## src/rtl/fetch_pkg.sv

```systemverilog
// Shared types and constants for the instruction fetch stage.
package fetch_pkg;

  typedef enum logic [1:0] {
    ST_FETCH  = 2'd0,
    ST_WAIT   = 2'd1,
    ST_HALTED = 2'd2
  } fetch_state_t;

  localparam logic [15:0] NOP_INSTR   = 16'h0000;
  localparam logic [15:0] INSTR_BYTES = 16'd2;

  // 16-bit modulo increment: FFFE wraps to 0000.
  function automatic logic [15:0] pc_incr(input logic [15:0] pc);
    return pc + INSTR_BYTES;
  endfunction

endpackage

```

## src/rtl/fetch_pc_reg.sv

```systemverilog
// Program counter register: asynchronous active-low reset to RESET_PC, load on pc_wen.
module fetch_pc_reg #(
  parameter logic [15:0] RESET_PC = 16'h0000
) (
  input  logic        clk,
  input  logic        rst,
  input  logic        pc_wen,
  input  logic [15:0] pc_next,
  output logic [15:0] pc
);

  always_ff @(posedge clk or negedge rst) begin
    if (!rst) begin
      pc <= RESET_PC;
    end else if (pc_wen) begin
      pc <= pc_next;
    end
  end

endmodule

```

## src/rtl/fetch_stage.sv

```systemverilog
// Instruction fetch stage: FETCH/WAIT/HALTED control, branch redirect latch, F/D outputs.
// Optional stall-cycle counter is built when FETCH_STALL_CNT_EN is defined.
module fetch_stage
  import fetch_pkg::*;
#(
  parameter logic [15:0] RESET_PC    = 16'h0000,
  parameter logic [3:0]  HALT_OPCODE = 4'hF
) (
  input  logic        clk,
  input  logic        rst,
  input  logic        stall,
  input  logic        branch_taken,
  input  logic [15:0] branch_target,
  output logic        imem_req,
  output logic [15:0] imem_addr,
  input  logic [15:0] imem_rdata,
  input  logic        imem_ready,
  output logic        fd_wen,
  output logic [15:0] instruction_out,
  output logic [15:0] oldPC_out,
  output logic [15:0] newPC_out,
  output logic        halt_out,
  output logic        fetch_busy,
  output logic [15:0] stall_count
);

  fetch_state_t state;
  fetch_state_t state_next;
  logic         redirect_pending;
  logic [15:0]  redirect_target;
  logic [15:0]  pc;
  logic [15:0]  pc_next;
  logic         pc_wen;
  logic         pend_set;
  logic         pend_clr;
  logic         deliver;
  logic         is_halt;

  fetch_pc_reg #(
    .RESET_PC (RESET_PC)
  ) u_pc_reg (
    .clk     (clk),
    .rst     (rst),
    .pc_wen  (pc_wen),
    .pc_next (pc_next),
    .pc      (pc)
  );

  assign is_halt = (imem_rdata[15:12] == HALT_OPCODE);

  // Next-state decode: branch beats stall and ready; a pending redirect squashes the returned word.
  always_comb begin
    state_next = state;
    pc_wen     = 1'b0;
    pc_next    = pc;
    pend_set   = 1'b0;
    pend_clr   = 1'b0;
    deliver    = 1'b0;
    case (state)
      ST_FETCH, ST_WAIT: begin
        if (branch_taken && (state == ST_FETCH || imem_ready)) begin
          pc_wen     = 1'b1;
          pc_next    = branch_target;
          pend_clr   = 1'b1;
          state_next = ST_FETCH;
        end else if (branch_taken) begin
          pend_set = 1'b1;
        end else if (!imem_ready) begin
          state_next = ST_WAIT;
        end else begin
          state_next = ST_FETCH;
          if (redirect_pending) begin
            pc_wen   = 1'b1;
            pc_next  = redirect_target;
            pend_clr = 1'b1;
          end else if (!stall) begin
            deliver = 1'b1;
            if (is_halt) begin
              state_next = ST_HALTED;
            end else begin
              pc_wen  = 1'b1;
              pc_next = pc_incr(pc);
            end
          end
        end
      end
      ST_HALTED: begin
        if (branch_taken) begin
          pc_wen     = 1'b1;
          pc_next    = branch_target;
          state_next = ST_FETCH;
        end
      end
      default: state_next = ST_FETCH;
    endcase
  end

  always_ff @(posedge clk or negedge rst) begin
    if (!rst) begin
      state            <= ST_FETCH;
      redirect_pending <= 1'b0;
    end else begin
      state <= state_next;
      if (pend_set) begin
        redirect_pending <= 1'b1;
      end else if (pend_clr) begin
        redirect_pending <= 1'b0;
      end
    end
  end

  // Target latch is pure data; it is only read while redirect_pending is set.
  always_ff @(posedge clk) begin
    if (pend_set) begin
      redirect_target <= branch_target;
    end
  end

  assign imem_req        = rst && (state != ST_HALTED);
  assign imem_addr       = pc;
  assign fd_wen          = rst && deliver;
  assign instruction_out = fd_wen ? imem_rdata : NOP_INSTR;
  assign oldPC_out       = pc;
  assign newPC_out       = pc_incr(pc);
  assign halt_out        = rst && ((state == ST_HALTED) || (deliver && is_halt));
  assign fetch_busy      = rst && (state == ST_WAIT);

`ifdef FETCH_STALL_CNT_EN
  logic [15:0] stall_cnt;

  always_ff @(posedge clk or negedge rst) begin
    if (!rst) begin
      stall_cnt <= 16'h0000;
    end else if (stall && (state != ST_HALTED) && (stall_cnt != 16'hFFFF)) begin
      stall_cnt <= stall_cnt + 16'd1;
    end
  end

  assign stall_count = stall_cnt;
`else
  assign stall_count = 16'h0000;
`endif

endmodule

```

## config.mk

```make
export PLATFORM = sky130hd
export DESIGN_NAME = fetch_stage
export DESIGN_NICKNAME = d
export VERILOG_FILES = /design/src/rtl/fetch_pkg.sv /design/src/rtl/fetch_pc_reg.sv /design/src/rtl/fetch_stage.sv
export SDC_FILE = /design/constraint.sdc
export NUM_CORES = 1
export LEC_CHECK = 0
export CORE_MARGIN = 10
export CORE_UTILIZATION = 26
export CTS_CLUSTER_SIZE = 28
export DETAILED_ROUTE_END_ITERATION = 10
export HOLD_SLACK_MARGIN = 0.05
export MAX_ROUTING_LAYER = met4
export PLACE_DENSITY = 0.66
export SLEW_MARGIN = 20
export SYNTH_ARGS = -nofsm -noshare
export SYNTH_HDL_FRONTEND = slang
export SYNTH_HIERARCHICAL = 1
export SYNTH_SLANG_ARGS = --single-unit
```

## constraint.sdc

```tcl
create_clock -name clk -period 6.57 [get_ports clk]
set_input_delay 1.314 -clock clk [delete_from_list [all_inputs] [get_ports clk]]
set_output_delay 1.314 -clock clk [all_outputs]
set_load 0.1 [all_outputs]
```

# == Word level (Yosys, flattened, before mapping) ==
# Cells that the tools add are included.
# totals
register_bits,35
inputBits,37
output_inout_bits,84
wordCells,68
# op_classes
n_addsub,1
n_eq_ne,9
muxes,40
n_reduce_logical,14
# ops
cell,count
2-to-1 mux 16 bit,8
case mux 16 bit (2 select lines),1
2-to-1 mux 1 bit,22
"adder 16 x 2 -> 16 bit, second input constant",1
2-to-1 mux 2 bit,7
"inequality test 4 bit, second input constant",2
AND reduction 7 bit,1
logical AND 1 bit,6
"inequality test 3 bit, second input constant",2
"equality test 4 bit, second input constant",1
"inequality test 2 bit, second input constant",2
case mux 2 bit (2 select lines),1
nonzero test 2 bit,2
"equality test 2 x 1 -> 1 bit, second input constant",1
"equality test 2 bit, second input constant",1
logical NOT 2 bit,1
logical OR 1 bit,2
case mux 1 bit (2 select lines),1
AND reduction 2 bit,1
OR reduction 2 bit,1

# == Longest topological paths before layout ==
# Gate-level depths: netlist of the first run.
# depth
depth_word,9
ltp_mapped,8
depth_no_buf,7

# == Cells and area by module ==
# The synthesis of the first run kept the hierarchy.
# by_module_without_submodules
mod,instances,cells_per_inst,area_per_inst_um2,seq_area_each_um2
fetch_stage,1,281,2182.1,555.5
fetch_pc_reg,1,34,649.4,400.4

# == Worst setup path before layout of the first run ==
# OpenSTA, ideal clock, no wires.
# synth_path
kind,input port to output port
startpoint,in imem_ready
endpoint,out halt_out
arrival_time_ns,3.740
t_required_ns,5.256
path_slack_ns,1.516
path_stages,4
path_cell_list,buf_2 > or4b_1 > or3_1 > a21boi_1
# synth_via
elab_chain_len,7
elab_cells_between_ends,9
cone_classes,mux (4); reduce/logical (5)
# synth_rtl
element,line_no,text
"start, declared",fetch_stage.sv:17,"input logic imem_ready,"
2-to-1 mux 1 bit / logical OR 1 bit (equally long branches),"fetch_stage.sv:68, fetch_stage.sv:61",
2-to-1 mux 1 bit / logical AND 1 bit (equally long branches),"fetch_stage.sv:66, fetch_stage.sv:61",
2-to-1 mux 1 bit *,fetch_stage.sv:61,if (branch_taken && (state == ST_FETCH || imem_ready)) begin
2-to-1 mux 1 bit *,fetch_stage.sv:59,case (state)
logical AND 1 bit *,fetch_stage.sv:125,assign halt_out = rst && ((state == ST_HALTED) || (deliver && is_halt));
logical OR 1 bit *,fetch_stage.sv:125,
logical AND 1 bit *,fetch_stage.sv:125,
"end, declared",fetch_stage.sv:22,"output logic halt_out,"
# Every way passes the cells marked *; elsewhere a longest branch is shown, timed or not.

# == Worst setup path after layout of the first run ==
# layout_path
startpoint,in branch_taken
endpoint,out instruction_out[11]
# layout_via
elab_chain_len,5
elab_cells_between_ends,6
cone_classes,mux (4); reduce/logical (2)
# layout_rtl
element,line_no,text
"start, declared",fetch_stage.sv:12,"input logic branch_taken,"
2-to-1 mux 1 bit / logical AND 1 bit (equally long branches),"fetch_stage.sv:66, fetch_stage.sv:61",
2-to-1 mux 1 bit *,fetch_stage.sv:61,
2-to-1 mux 1 bit *,fetch_stage.sv:59,
logical AND 1 bit *,fetch_stage.sv:121,assign fd_wen = rst && deliver;
2-to-1 mux 16 bit *,fetch_stage.sv:122,assign instruction_out = fd_wen ? imem_rdata : NOP_INSTR;
"end, declared",fetch_stage.sv:19,"output logic [15:0] instruction_out,"
# Marks and branches as above.

==> metrics.md, run 1 <==
| Metric | Value |
|---|---|
| Outcome | completed |
| # fillers | roughly 1200 |
| Startpoint types | input pin |
| Max-Cap Viols | 0 |
| Hold WC Path Type | reg -> reg |
| Largest net degree at the start of global routing | 24 |
| Critical Path AT | roughly 3.9 ns |
| Leak pwr | 1.51 nW |
| Synth top area cells | edfxtp_1, dfrtp_1, buf_4 |
| Cell Chain, Critical Path | clkdlybuf4s50_1 -> or4b_1 -> nor3b_2 -> and2_1 -> buf_4 |
| Cell with the most instances after synthesis | buf_4 |
| Die footprint | 15500 sq um |
| GR Overflow Total | 0 |
| CP Data Required Time | 5.26 ns |
| Ys flop type | dfrtp_1 |
| Worst Path Max Fanout | 20 |
| Initial antenna violation count | 0 |
| Max-slew headroom | 0.333 |
| Yosys cell types | 52 |
| Most instantiated cells after synthesis | buf_4, nor2_1, o21ai_0, and2_1, dfrtp_1 |
| Final nets | 430 |
| Clock Root Buffer | clkbuf_8 |
| Final core utilization | 0.357 |
| Number of enable flip-flop cells after synthesis | 16 |
| Critical Path Start | branch_taken |
| Worst slew pin tran | between 0.9 and 1 ns |
| Crit-path leading delay family | simple AND/OR/NAND/NOR gates |
| Clock transition at path regs | 0.07 ns |
| Reg-to-reg startpoint | state[0] |
| CP Class | in -> out |
| Crit. End Element | output pin |
| Multi-input logic area | 1560 sq um |
| CP max stage delay | 0.70 ns |
| Flops & latches, synth | 35 |
| # hold bufs at CTS | 0 |
| Max Slew Vio Count | 0 |
| PostCTS Resize Cnt | 0 |
| Synth Warn # | 6 |
| Share of layout cells above drive strength 1 | 0.137 |
| Vias per Instance | roughly 5 |
| Hold WS | 0.624 ns |
| GRT Util Overall | 0.121 |
| Remaining DRCs | 0 |
| CTS Buf Count | 5 |
| Area grow syn2layout | 35.7% |
| RSZ-0062 raised after global routing | false |
| Sequential share of the synthesized area | 0.338 |
| Post-Syn Area | 2830 sq um |
| H-tree levels | 2 |
| Register area | approximately 960 sq um |
| Routed WL | ~9400 um |
| Syn Area/Cell | around 9.0 sq um |
| Synth area leader | edfxtp_1 |
| Sink Count | 35 |
| Die W | 124 um |
| DR vias | 2635 |
| Dpl hpwl | approximately 7200 um |
| Setup violations, final | 0 |
| FFs w/ async S/R, synth | 0.543 |
| Ant. Diodes | 0 |
| Vias in the first global route | between 2000 and 3000 |
| Share of the synthesized area in the top cell type | 0.170 |
| I/O pins | 121 |
| F_max | 0.193 GHz |
| Synth Instances | around 320 |
| Critical-path top delay cell | clkdlybuf4s50_1 |
| Port Buffers | 104 |
| Fin. Hold Viols | 0 |
| R2r setup slk | approximately 4.0 ns |
| CTS Buffer Depth | 2 |
| Design Power | 1.70 mW |
| CP Buf/Inv Count | 2 |
| Initial drt markers | 170 |
| Core Rows | 38 |
| First-pass GRT wire length | 15400 um |
| Design area | 3840 sq um |
| Initial Utilization | 0.264 |
| Post-DP Area | ~3700 sq um |
| Period utilization | 0.787 |
| Worst IR Drop VDD | about 0.38 mV |
| Die extent in y | 124 um |
| Power Density | 444 nW/um^2 |
| Wire per inst | ~18 um |
| Setup TNS | 0 ns |
| Worst hold start | u_pc_reg/pc[0] |
| Clock skew after layout | 0.00310 ns |
| Post-CTS Setup Repair Bufs | 0 |
| Fin crit period | a little over 5 ns |
| Clk Latency, worst-skew pair | around 0.28 ns |
| Final GP Congestion | 0.876 |
| ANT nets after route | 0 |
| Core area | 10700 sq um |
| CTS tree | built |
| Drt pass-1 iters | 5 |
## final cells by class
type                       count  share of cell area
multi-input combinational    236               0.407
timing repair buffer         108               0.267
sequential                    35               0.249
tap                          140              0.0456
clock buffer                   8              0.0261
inverter                       6             0.00586
## power by group
part	internal, mW	switching [mW]	total, mW	leakage (nW)
Clock	0.0957	0.0778	0.174	0.0515
Combinational	0.273	0.907	1.18	1.08
Sequential	0.262	0.0894	0.351	0.379
## kinds of logic (layout without fill, tap and decap cells)
family,after synthesis,after routing,share of synthesized area
xor gates and xnor gates,15,15,0.0491
adders and majority gates,1,1,0.00442
muxes,20,20,0.0919
DFF,35,35,0.338
buffers and inverters,59,122,0.133
other,1,16,0.00132
AOI/OAI and AO/OA,73,73,0.171
and+or+nand+nor,111,111,0.213
## sequential cells by signal, indices dropped and copies added, names as in the netlist
name,flops
redirect_pending,1
u_pc_reg/pc,16
state,2
redirect_target,16
## cell usage in the layout (no fill, tap or decap), types with 2 or more instances in the layout
| cell type | count |
|---|---|
| buf_4 | 22 |
| clkbuf_8 | 7 |
| dfrtp_1 | 19 |
| edfxtp_1 | 16 |
| mux2_4 | 10 |
| o22ai_1 | 3 |
| and4_1 | 2 |
| nor3_1 | 8 |
| nor2_1 | 27 |
| nand4_1 | 4 |
| o21ai_0 | 26 |
| mux2i_1 | 2 |
| xor2_1 | 6 |
| a21oi_1 | 7 |
| o221ai_1 | 7 |
| nor4_1 | 3 |
| nand2b_1 | 6 |
| mux2_2 | 8 |
| nand2_1 | 18 |
| nor2b_1 | 4 |
| a311oi_1 | 4 |
| xnor2_1 | 8 |
| inv_1 | 6 |
| and3_1 | 5 |
| nand3_1 | 5 |
| nor3b_2 | 2 |
| a22oi_1 | 14 |
| o21a_1 | 2 |
| clkdlybuf4s50_1 | 86 |
| and2_1 | 21 |
| conb_1 | 16 |
## metal layers
layer / GRT usage / vias to the layer above / part of all wire
met1: 0.145 / 1258 / 0.43
li1: - / 1242 / -
met3: 0.0374 / 13 / 0.076
met5: - / - / 0
met2: 0.193 / 122 / 0.48
met4: 0.0288 / 0 / 0.013
## through the flow
step	setup WS, ns	instances
2_1_floorplan	1.52	330
3_3_place_gp	1.52	525
3_5_place_dp	1.41	525
4_1_cts	1.39	533
5_1_grt	1.15	533
6_report	1.40	533
## worst paths after layout
check                                      endpoint  cells past startpoint
worst min-delay path                 u_pc_reg/pc[0]                      1
worst min register to register       u_pc_reg/pc[0]                      1
max in group asynchronous           u_pc_reg/pc[11]                      2
worst max-delay path            instruction_out[11]                      5
worst max register to register      u_pc_reg/pc[13]                      5
min in group asynchronous            u_pc_reg/pc[7]                      2
Power figures use the tool's default switching activity.
==> run 2, diff against run 1 <==
- clock period: 6.57 -> 4.8 ns (I/O delays scaled with it)
==> run 2 against run 1 <==
  * Via count rose by 1.2%
  * Setup slack got worse by 0.55 ns
  * Clock power rose by 18%
  * Combinational power rose by 37%
  * Power rose by 35%
  * Die area did not move
  * Clock skew barely moved
  * Critical path type unchanged
  * Critical path depth rose by 1
==> metrics.md, run 2 (synthesis gave the netlist of run 1 again) <==
| Metric | Value |
|---|---|
| ANT nets after route | 0 (unchanged) |
| Outcome | completed |
| Core area | 10700 sq um (unchanged) |
| Power Density | 570 nW/um^2 (+28%) |
| Cell Chain, Critical Path | clkdlybuf4s50_1 -> buf_4 -> or4b_1 -> or3_1 -> a21boi_1 -> buf_12 |
| Largest net degree at the start of global routing | 21 (-13%) |
| CP Class | in -> out |
| Hold WC Path Type | reg -> reg |
| Period utilization | 0.823 |
| Register area | 956 sq um (unchanged) |
| Fin. Hold Viols | 0 (unchanged) |
| Final GP Congestion | 0.869 (-0.78%) |
| # hold bufs at CTS | 0 (unchanged) |
| Initial Utilization | 0.264 (unchanged) |
| Critical-path top delay cell | or4b_1 |
| Most common cell after layout, fill and taps aside | clkdlybuf4s50_1 |
| Critical Path AT | 2.99 ns (-0.87 ns) |
| Drt pass-1 iters | 5 (unchanged) |
| Min-Delay Path Depth | 1 (unchanged) |
| First-pass GRT wire length | 15100 um (-1.9%) |
| Die footprint | 15500 sq um (unchanged) |
| Routed WL | 9640 um (+2.6%) |
| Fin crit period | approximately 4 ns |
| Clk Latency, worst-skew pair | 0.29 ns (about the same) |
| Most frequent cells in the layout | clkdlybuf4s50_1, nor2_1, o21ai_0 |
| Top Registers | redirect_target: 16 flops, u_pc_reg/pc: 16 flops, state: 2 flops |
| Met3 Use GR | 0.0294 (-0.00809) |
| Path depth of the worst reg2reg path | 6 (+1) |
| Max-Cap Viols | 0 (unchanged) |
| CP Data Required Time | 3.84 ns (-1.42 ns) |
| Clock transition at path regs | 0.07 ns (about the same) |
| Vias per Instance | 4.98 (+0.65%) |
| Vias in the first global route | 2571 (-6.5%) |
| GR Overflow Total | 0 (unchanged) |
| CP Buf/Inv Count | 3 (+1) |
| Port Buffers | 104 (unchanged) |
| Area grow syn2layout | 43.0% |
| Max-slew headroom | 0.341 (+0.00769) |
| Met1 Resource Use GR | 0.159 (+0.0133) |
| Die W | 124 um (unchanged) |
| Post-Place Cells | 528 (+0.57%) |
| Leak pwr | 1.57 nW (+4.2%) |
| Crit. End Element | output pin |
| Crit Reg-Reg Endpoint | u_pc_reg/pc[2] |
| Share of layout cells above drive strength 1 | 0.159 (+0.0217) |
| I/O pins | 121 (unchanged) |
| Worst IR Drop VDD | 0.478 mV (+25%) |
| Ant. Diodes | 0 (unchanged) |
| CTS Buf Count | 5 (unchanged) |
| Worst Hold Path EP | u_pc_reg/pc[0] |
| R2r setup slk | 2.31 ns (-1.70 ns) |
| Wire per inst | 18.0 um (+2.0%) |
| DR vias | 2667 (+1.2%) |
| Die extent in y | 124 um (unchanged) |
| Dpl hpwl | 7390 um (+2.4%) |
| Sink Count | 35 (unchanged) |
| Max Slew Vio Count | 0 (unchanged) |
| Final core utilization | 0.377 (+0.0193) |
| Reg-to-reg startpoint | redirect_pending |
| Clock skew after layout | 0.00288 ns (-0.000222 ns) |
| Worst slew pin tran | 0.985 ns (-0.0115 ns) |
| CTS tree | built |
| Layout Cells excl Fill | 536 (+0.56%) |
| Worst hold start | u_pc_reg/pc[0] |
| # fillers | 1108 (-4.6%) |
| Core Rows | 38 (unchanged) |
| Min setup slack post-route | 0.851 ns (-0.545 ns) |
| Final nets | 433 (+0.70%) |
| CP max stage delay | 0.60 ns (-0.10 ns) |
| F_max | 0.253 GHz |
| Most Used Layer, Global Route | met2 |
| Initial drt markers | 265 (+56%) |
| M2 GR Usage | 0.184 (-0.00837) |
| Initial antenna violation count | 0 (unchanged) |
| PostCTS Resize Cnt | 0 (unchanged) |
| RSZ-0062 raised after global routing | false |
| Crit-path leading delay family | simple AND/OR/NAND/NOR gates |
| Design area | 4050 sq um (+5.4%) |
| H-tree levels | 2 (unchanged) |
| Setup violations, final | 0 (unchanged) |
| Post-CTS Setup Repair Bufs | 0 (unchanged) |
| Startpoint types | input pin |
| Remaining DRCs | 0 (unchanged) |
| Setup TNS | 0 ns (unchanged) |
| Clock Root Buffer | clkbuf_8 |
| Multi-input logic area | 1560 sq um (unchanged) |
| Worst Path Max Fanout | 20 (unchanged) |
| Dpl ws | 0.860 ns (-0.550 ns) |
| GRT Util Overall | 0.121 (+0.000418) |
| CTS Buffer Depth | 2 (unchanged) |
| Post-DP Area | 3970 sq um (+6.1%) |
==> run 2: cell count changes in the layout (fill, tap and decap cells not counted), sizes merged <==
cell,delta
clkinv,+2
buf,+11
clkdlybuf4s50,-8
clkbuf,-2
==> run 2: worst max path at each step <==
stage / start / end / slack, ns / cells past startpoint
after detailed placement: branch_taken / halt_out / 0.86 / 6
after global routing: imem_ready / halt_out / 0.76 / 5
after CTS: branch_taken / halt_out / 0.85 / 6
after global placement: branch_taken / halt_out / 0.91 / 6
final: branch_taken / halt_out / 0.85 / 6
after floorplan: u_pc_reg/pc[1] / newPC_out[13] / 0.17 / 4
==> run 2: area by class of cell <==
| class | instances | area share |
|---|---|---|
| tap | 140 | 0.0433 |
| inverter | 6 | 0.00556 |
| multi-input combinational | 236 | 0.386 |
| sequential | 35 | 0.236 |
| clock inverter | 2 | 0.00185 |
| timing repair buffer | 111 | 0.310 |
| clock buffer | 6 | 0.0179 |
==> run 2: power by group <==
group | leakage [nW] | internal [mW] | switching [mW]
Combinational | 1.15 | 0.375 | 1.24
Sequential | 0.379 | 0.358 | 0.123
Clock | 0.0403 | 0.0990 | 0.106
Total | 1.57 | 0.832 | 1.47
==> run 2: through the flow <==
step	hold slack (ns)	power [mW]
4_1_cts	0.638	2.32
6_report	0.624	2.31
3_3_place_gp	0.607	2.10
2_1_floorplan	0.664	1.81
5_1_grt	0.676	2.39
3_5_place_dp	0.618	2.11
==> run 2: per-layer routing <==
layer / routed length, um / part of all wire
met5: 0 / 0
met1: 4110 / 0.43
met3: 798 / 0.083
met2: 4630 / 0.48
met4: 104 / 0.011
